==> src/rtl/acs_unit.sv <==
// rtl/acs_unit.sv - add-compare-select unit for a K=3 rate-1/2 Viterbi decoder
// Define ACS_NORM_EN for MSB path-metric normalisation; the default build saturates metrics.
module acs_unit #(
  parameter int FRAME_LEN = 8,
  parameter int PM_W      = 6
) (
  input  logic            clk,
  input  logic            rst,
  input  logic            en_acs,
  input  logic            sym_valid,
  input  logic [1:0]      sym,
  output logic            prv_st_00,
  output logic            prv_st_01,
  output logic            prv_st_10,
  output logic            prv_st_11,
  output logic            en_mem,
  output logic            busy,
  output logic            frame_done,
  output logic [1:0]      best_st,
  output logic [PM_W-1:0] pm_00,
  output logic [PM_W-1:0] pm_01,
  output logic [PM_W-1:0] pm_10,
  output logic [PM_W-1:0] pm_11
);

  localparam int               CNT_W    = $clog2(FRAME_LEN) + 1;
  localparam logic [CNT_W-1:0] LAST_CNT = CNT_W'(FRAME_LEN - 1);
  localparam logic [PM_W-1:0]  PM_INIT  = PM_W'(16);

  typedef enum logic [1:0] {IDLE, RUN, DONE} state_t;

  state_t           r_state;
  logic [CNT_W-1:0] r_count;
  logic [PM_W-1:0]  r_pm [4];
  logic [3:0]       r_dec;
  logic             r_en_mem;
  logic             r_busy;
  logic             r_frame_done;
  logic [1:0]       r_best;

  logic [PM_W:0]    w_min [4];
  logic [3:0]       w_dec;
  logic [PM_W-1:0]  w_new [4];
  logic [1:0]       w_best;
  logic [PM_W-1:0]  w_best_pm;

  function automatic logic [PM_W:0] hamming(input logic [1:0] a, input logic [1:0] b);
    logic [1:0] x;
    x = a ^ b;
    return (PM_W+1)'(x[1]) + (PM_W+1)'(x[0]);
  endfunction

  // Next state {u,a} is reached from {a,0} and {a,1}; expected pair is {u^a^b, u^b}.
  for (genvar ns = 0; ns < 4; ns++) begin : g_acs
    localparam int         U    = ns / 2;
    localparam int         A    = ns % 2;
    localparam logic [1:0] EXP0 = 2'(((U ^ A) * 2) + U);
    localparam logic [1:0] EXP1 = 2'(((U ^ A ^ 1) * 2) + (U ^ 1));
    logic [PM_W:0] w_sum0;
    logic [PM_W:0] w_sum1;
    assign w_sum0     = {1'b0, r_pm[2*A]}     + hamming(sym, EXP0);
    assign w_sum1     = {1'b0, r_pm[2*A + 1]} + hamming(sym, EXP1);
    assign w_dec[ns]  = w_sum1 < w_sum0;
    assign w_min[ns]  = w_dec[ns] ? w_sum1 : w_sum0;
  end

`ifdef ACS_NORM_EN
  localparam logic [PM_W:0] PM_HALF = (PM_W+1)'(1) << (PM_W - 1);
  logic w_all_hi;

  always_comb begin
    w_all_hi = 1'b1;
    for (int i = 0; i < 4; i++) begin
      if (w_min[i] < PM_HALF) w_all_hi = 1'b0;
    end
    for (int i = 0; i < 4; i++) begin
      w_new[i] = w_all_hi ? PM_W'(w_min[i] - PM_HALF) : PM_W'(w_min[i]);
    end
  end
`else
  localparam logic [PM_W:0] PM_MAX = {1'b0, {PM_W{1'b1}}};

  always_comb begin
    for (int i = 0; i < 4; i++) begin
      w_new[i] = (w_min[i] > PM_MAX) ? PM_MAX[PM_W-1:0] : w_min[i][PM_W-1:0];
    end
  end
`endif

  // Strict compare keeps the lowest index on ties.
  always_comb begin
    w_best    = 2'd0;
    w_best_pm = r_pm[0];
    for (int i = 1; i < 4; i++) begin
      if (r_pm[i] < w_best_pm) begin
        w_best    = 2'(i);
        w_best_pm = r_pm[i];
      end
    end
  end

  always_ff @(posedge clk or posedge rst) begin
    if (rst) begin
      r_state      <= IDLE;
      r_count      <= '0;
      r_pm[0]      <= '0;
      r_pm[1]      <= PM_INIT;
      r_pm[2]      <= PM_INIT;
      r_pm[3]      <= PM_INIT;
      r_dec        <= '0;
      r_en_mem     <= 1'b0;
      r_busy       <= 1'b0;
      r_frame_done <= 1'b0;
      r_best       <= '0;
    end else begin
      r_en_mem     <= 1'b0;
      r_frame_done <= 1'b0;
      case (r_state)
        IDLE: begin
          if (en_acs) begin
            r_state <= RUN;
            r_busy  <= 1'b1;
            r_count <= '0;
            r_pm[0] <= '0;
            r_pm[1] <= PM_INIT;
            r_pm[2] <= PM_INIT;
            r_pm[3] <= PM_INIT;
          end
        end
        RUN: begin
          if (sym_valid) begin
            for (int i = 0; i < 4; i++) r_pm[i] <= w_new[i];
            r_dec    <= w_dec;
            r_en_mem <= 1'b1;
            r_count  <= r_count + CNT_W'(1);
            if (r_count == LAST_CNT) r_state <= DONE;
          end
        end
        DONE: begin
          r_frame_done <= 1'b1;
          r_best       <= w_best;
          r_busy       <= 1'b0;
          r_state      <= IDLE;
        end
        default: r_state <= IDLE;
      endcase
    end
  end

  assign prv_st_00  = r_dec[0];
  assign prv_st_01  = r_dec[1];
  assign prv_st_10  = r_dec[2];
  assign prv_st_11  = r_dec[3];
  assign en_mem     = r_en_mem;
  assign busy       = r_busy;
  assign frame_done = r_frame_done;
  assign best_st    = r_best;
  assign pm_00      = r_pm[0];
  assign pm_01      = r_pm[1];
  assign pm_10      = r_pm[2];
  assign pm_11      = r_pm[3];

endmodule

==> config.mk <==
export PLATFORM = sky130hd
export DESIGN_NAME = acs_unit
export DESIGN_NICKNAME = d
export VERILOG_FILES = /design/src/rtl/acs_unit.sv
export SDC_FILE = /design/constraint.sdc
export NUM_CORES = 1
export LEC_CHECK = 0
export ABC_AREA = 1
export BUFFER_PORTS_ARGS = -buffer_cell sky130_fd_sc_hd__buf_2
export CORE_AREA = 4 4 89 91
export CTS_BUF_LIST = sky130_fd_sc_hd__clkbuf_4
export DETAILED_ROUTE_END_ITERATION = 10
export DIE_AREA = 0 0 93 95
export PLACE_DENSITY = 0.74
export RECOVER_POWER = 100
export SYNTH_ARGS = -nofsm -noshare
export SYNTH_HDL_FRONTEND = slang
export SYNTH_SLANG_ARGS = --single-unit
==> constraint.sdc <==
create_clock -name clk -period 4 [get_ports clk]
set_input_delay 0.8 -clock clk [delete_from_list [all_inputs] [get_ports clk]]
set_output_delay 0.8 -clock clk [all_outputs]
set_load 0.05 [all_outputs]
# --- Word-level counts from Yosys, hierarchy flattened ---
# Cells that the tools add are included.
word_totals:
  register_bits: 39
  inputBits: 6
  word_cells: 79
op_classes:
  add_sub_neg: 13
  n_lt_le_gt_ge: 11
  n_eq_ne: 6
  mux: 28
  bitwise: 3
  reduce_logical: 7
op_table:
  columns: ["cell", "n"]
  rows:
  - ["24-bit two-way mux", 2]
  - ["24-bit one-hot mux with 2 select lines", 1]
  - ["6-bit two-way mux", 6]
  - ["6-bit by 2-bit adder with 7-bit output", 4]
  - ["6-bit by 7-bit adder with 7-bit output", 4]
  - ["7-bit by 6-bit greater-than comparator with 1-bit output (second input constant)", 4]
  - ["7-bit < comparator", 4]
  - ["7-bit two-way mux", 4]
  - ["6-bit < comparator", 3]
  - ["2-bit two-way mux", 5]
  - ["1-bit by 1-bit adder with 2-bit output", 4]
  - ["4-bit two-way mux", 2]
  - ["4-bit one-hot mux with 2 select lines", 1]
  - ["2-bit != test (second input constant)", 3]
  - ["3-bit AND reduction", 2]
  - ["1-bit two-way mux", 5]
  - ["4-bit by 1-bit adder with 4-bit output (second input constant)", 1]
  - ["4-bit by 3-bit == test with 1-bit output (second input constant)", 1]
  - ["2-bit one-hot mux with 2 select lines", 1]
  - ["2-bit AND reduction", 2]
  - ["2-bit nonzero test", 2]
  - ["2-bit by 1-bit == test with 1-bit output (second input constant)", 1]
  - ["2-bit == test (second input constant)", 1]
  - ["2-bit logical NOT", 1]
  - ["3 further kinds", 4]

# --- Logic depth before layout (Yosys ltp) ---
depth:
  word_depth: 9
  depth_mapped: 25

# --- Least setup slack after synthesis ---
# Ideal clock, no wire load.
synth_timing:
  kind: "reg2reg"
  start: "register r_pm, in the netlist pm_00[3]"
  end: "register r_best[1] (netlist: best_st[1])"
  setup_time_ps: 67
  t_arrival_ps: 3721
  setup_slack_ps: 213
  stages_incl_launch_ff: 25
  path_buffers: 2
  synth_period_minus_slack_ps: 3787
  path_cell_list: "dfrtp_1 > inv_1 > ha_1 > nand2_1 > nand2_1 > a21oi_2 > nand2_1 > clkbuf_1 > o21ai_0 > ha_1 > a21oi_1 > nor2_1 > a211oi_1 > nand2_1 > buf_2 > nand2_1 > o21ai_1 > ha_1 > nand2_1 > inv_1 > nand2_1 > nand3_1 > a31oi_1 > nand2_1 > nand2_1"
synth_between:
  elab_chain_len: 6
synth_lines:
  columns: ["item", "line_no", "rtl"]
  rows:
  - ["from (decl)", "34", "logic [PM_W-1:0] r_pm [4];"]
  - ["6-bit < comparator", "95", "if (r_pm[i] < w_best_pm) begin"]
  - ["6-bit two-way mux *", "95", null]
  - ["6-bit < comparator", "95", null]
  - ["6-bit two-way mux", "95", null]
  - ["6-bit < comparator", "95", null]
  - ["2-bit two-way mux *", "95", null]
  - ["to (signal assigned)", "141", "r_best <= w_best;"]
  - ["to (decl)", "39", "logic [1:0] r_best;"]
# Mark *: on every way between the ends. The rest lies on a longest branch, timed or not.
# A chain may end at the register's enable or synchronous reset.

# --- Worst setup path in the final report ---
layout_timing:
  start: "input port sym[0]"
  end: "register r_pm, in the netlist pm_00[4]"
layout_between:
  elab_chain_len: 9
layout_lines:
  columns: ["item", "line_no", "rtl"]
  rows:
  - ["from (decl)", "11", "input logic [1:0] sym,"]
  - ["2-bit inverter (no line)", null, null]
  - ["1-bit by 1-bit adder with 2-bit output", "50", "return (PM_W+1)'(x[1]) + (PM_W+1)'(x[0]);"]
  - ["6-bit by 7-bit adder with 7-bit output", "62", "assign w_sum1 = {1'b0, r_pm[2*A + 1]} + hamming(sym, EXP1);"]
  - ["7-bit < comparator", "63", "assign w_dec[ns] = w_sum1 < w_sum0;"]
  - ["7-bit two-way mux *", "64", "assign w_min[ns] = w_dec[ns] ? w_sum1 : w_sum0;"]
  - ["7-bit by 6-bit greater-than comparator with 1-bit output", "85", "w_new[i] = (w_min[i] > PM_MAX) ? PM_MAX[PM_W-1:0] : w_min[i][PM_W-1:0];"]
  - ["6-bit two-way mux *", "85", null]
  - ["24-bit two-way mux *", "131", "if (sym_valid) begin"]
  - ["24-bit one-hot mux with 2 select lines *", "118", "case (r_state)"]
# Mark *: on every way between the ends. The rest lies on a longest branch, timed or not. The select of a mux whose other input is x is not followed.

==> results by group <==
Place
  – HPWL Detailed: 7.99 mm
  – Routability cong.: 0.920
  – PortBufs: 38
  – DP Worst Slack: -6.96 ps

Setup path
  – Crit path buffers/inverters: 3
  – Crit-path cells: buf_2 -> inv_1 -> ha_1 -> ha_1 -> fa_1 -> nand3_1 -> xor2_1 -> ha_1 -> a21oi_1 -> o21a_1 -> nand2_1 -> o21ai_2 -> inv_2 -> a211oi_1 -> o22ai_1
  – Biggest cell delay along the critical path: approximately 460 ps
  – CP required: around 4200 ps
  – Cell mode on critical path: ha_1
  – Kind of critical path: primary input to flip-flop
  – Crit path max-delay cell type: fa_1
  – CP arrival: 3900 ps
  – Worst Setup Start Kind: primary input
  – Crit. End Element: flip-flop
  – Top cell family by delay on the critical path: adder cells
  – Crit Path Max Fanout: 10

Global routing
  – Initial antenna violation count: 0
  – Global-route wire length before repair: 16.7 mm
  – Pin count of the biggest net entering global routing: 25
  – Total track usage: 0.240
  – Grt total ovfl: 0
  – Number of global-route vias before repair: about 3,500

Cells and area
  – Most common cell after layout, fill and taps aside: nand2_1
  – Diode count: 0
  – Most frequent cells in the layout: 132 x nand2_1, 67 x inv_1, 58 x ha_1
  – Final net count: 628
  – Layout cells sized above 1: 0.0784
  – Layout area overhead: 8.72%

Detailed routing
  – Vias: 3,608
  – Detail Route Antenna Nets: 0
  – Pre-antenna DRT Iters: 5
  – Via density: 5.47
  – Final WL: 10.0 mm
  – Drt wl/cell: 15.2 µm
  – Drt drc: 0
  – Initial DRC count: 265

CTS
  – Sink Count: 39
  – CTS tree: done
  – CTS Buffer Depth: 2
  – CTS H-tree lvls: 2
  – Hold_buf cts: 0
  – Inserted Clock Buffers: 5
  – Worst-Skew Late Latency: 380 ps
  – Worst-path clk slew: 130 ps
  – Clock tree root buffer cell: clkbuf_4

Yosys
  – Sequential fraction of the synthesis area: 0.255
  – Synthesized cell area: 0.00384 mm²
  – Post-synthesis average cell area: 7.47 µm²
  – Synth unique cells: 35
  – Mapped Nets: 583
  – Synthesized flop and latch total: 39
  – YS warnings: 0
  – Syn Inst Count: approximately 520

Timing
  – Least-Margin Pin Slew: 939 ps
  – Clock skew: 9.45 ps
  – Tcrit/Tclk final: 0.918
  – Unrepaired setup endpoints after global routing: no
  – Setup-failing EPs final: 0
  – Peak Freq: 272 MHz
  – Setup_tns: 0 ps
  – Final setup margin: 328 ps
  – Fin. Hold Viols: 0
  – Slew Limit Fails: 0
  – Fin crit period: about 3700 ps
  – Rel. slew slack: 0.374

Worst hold path
  – Worst Hold Class: flip-flop to flip-flop

Status
  – Status: completed

Die
  – Core Region: 0.00714 mm²
  – Starting Density: 0.539
  – Num rows: 31
  – Die area: 0.00884 mm²
  – Die span in x: 93 µm
  – Die Span Y: 95 µm
  – Ports: 39

Flow run
  – Max cap viols: 0
[metrics by stage]
| step | hold slack [ps] | cells | area [µm²] | utilization |
|---|---|---|---|---|
| 2_1_floorplan | 479 | 515 | 3840 | - |
| 3_3_place_gp | 464 | 652 | 4180 | 0.586 |
| 3_5_place_dp | 475 | 652 | 4180 | 0.586 |
| 4_1_cts | 508 | 660 | 4240 | 0.594 |
| 5_1_grt | 523 | 660 | 4180 | 0.586 |
| 6_report | 507 | 660 | 4180 | 0.586 |
[logic make-up after synthesis]
group,count (synthesis),share of synthesized area
fa+ha+maj,62,0.210
compound gates,110,0.170
simple gates,182,0.196
xor+xnor,35,0.0797
flops,39,0.255
mux,1,0.00260
buf+inv,86,0.0875
[synth_stat cells]
cell	number	area [µm²]
a211oi_1	6	45.0
a21oi_1	22	110
a21oi_2	5	43.8
a22o_1	4	35.0
a22oi_1	1	7.51
a31oi_1	2	12.5
a32oi_1	2	17.5
buf_2	5	25.0
buf_6	1	11.3
clkbuf_1	3	11.3
dfrtp_1	36	901
dfstp_2	3	78.8
fa_1	4	80.1
ha_1	58	726
inv_1	62	233
inv_2	15	56.3
mux2i_1	1	10.0
nand2_1	130	488
nand2_2	3	18.8
nand2_4	1	11.3
nand3_1	16	80.1
nand4_1	9	56.3
nor2_1	16	60.1
nor2_2	1	6.26
nor3_1	4	20.0
o211ai_1	3	22.5
o21a_1	4	30.0
o21ai_0	23	115
o21ai_1	29	145
o21ai_2	4	35.0
o22ai_1	4	25.0
o2bb2ai_1	1	8.76
or2_1	2	12.5
xnor2_1	2	17.5
xor2_1	33	289
[area by class of cell]
type,instances,area [µm²]
Timing Repair Buffer,47,209
Clock buffer,6,45.0
Fill cell,713,2960
Sequential cell,39,980
Tap cell,99,124
Multi-Input combinational cell,390,2520
Inverter,77,289
Clock inverter,2,12.5
[final timing paths]
path | start | end | slack, ps | cells past startpoint
max | sym[0] | pm_00[4] | 330 | 15
min | r_dec[3] | r_dec[3] | 510 | 2
max reg2reg | pm_00[3] | best_st[0] | 410 | 22
min reg2reg | r_dec[3] | r_dec[3] | 510 | 2
max in group asynchronous | rst | pm_00[1] | 2070 | 3
min in group asynchronous | rst | best_st[1] | 590 | 2
[worst min-delay path, cell delays in order, from the launching register on]
cell and delay (ps):
dfrtp_1 370, nand2_1 50, o21ai_0 60
[timing repair]
action                                  CTS  global route
setup buffers                             0             0
endpoints found under the hold margin     0             0
endpoints found under the setup margin    0             2
resized for setup                         0             5
[per-layer routing]
metal / global-route usage / wire length, µm / up-vias
li1: - / - / 1796
met2: 0.407 / 4620 / 108
met3: 0.0319 / 591 / 32
met5: 0 / 0 / -
met4: 0.100 / 310 / 0
met1: 0.307 / 4510 / 1672
[flip-flops by register name (all words and copies together), names as in the netlist]
register and flops:
r_count 4, pm_00 6, pm_10 6, r_dec 4
en_mem 1, best_st 2, pm_11 6, r_state 2
frame_done 1, pm_01 6, busy 1
Power is not shown: default switching activity piles up to over one toggle a cycle in this logic, so the estimate is an artifact.
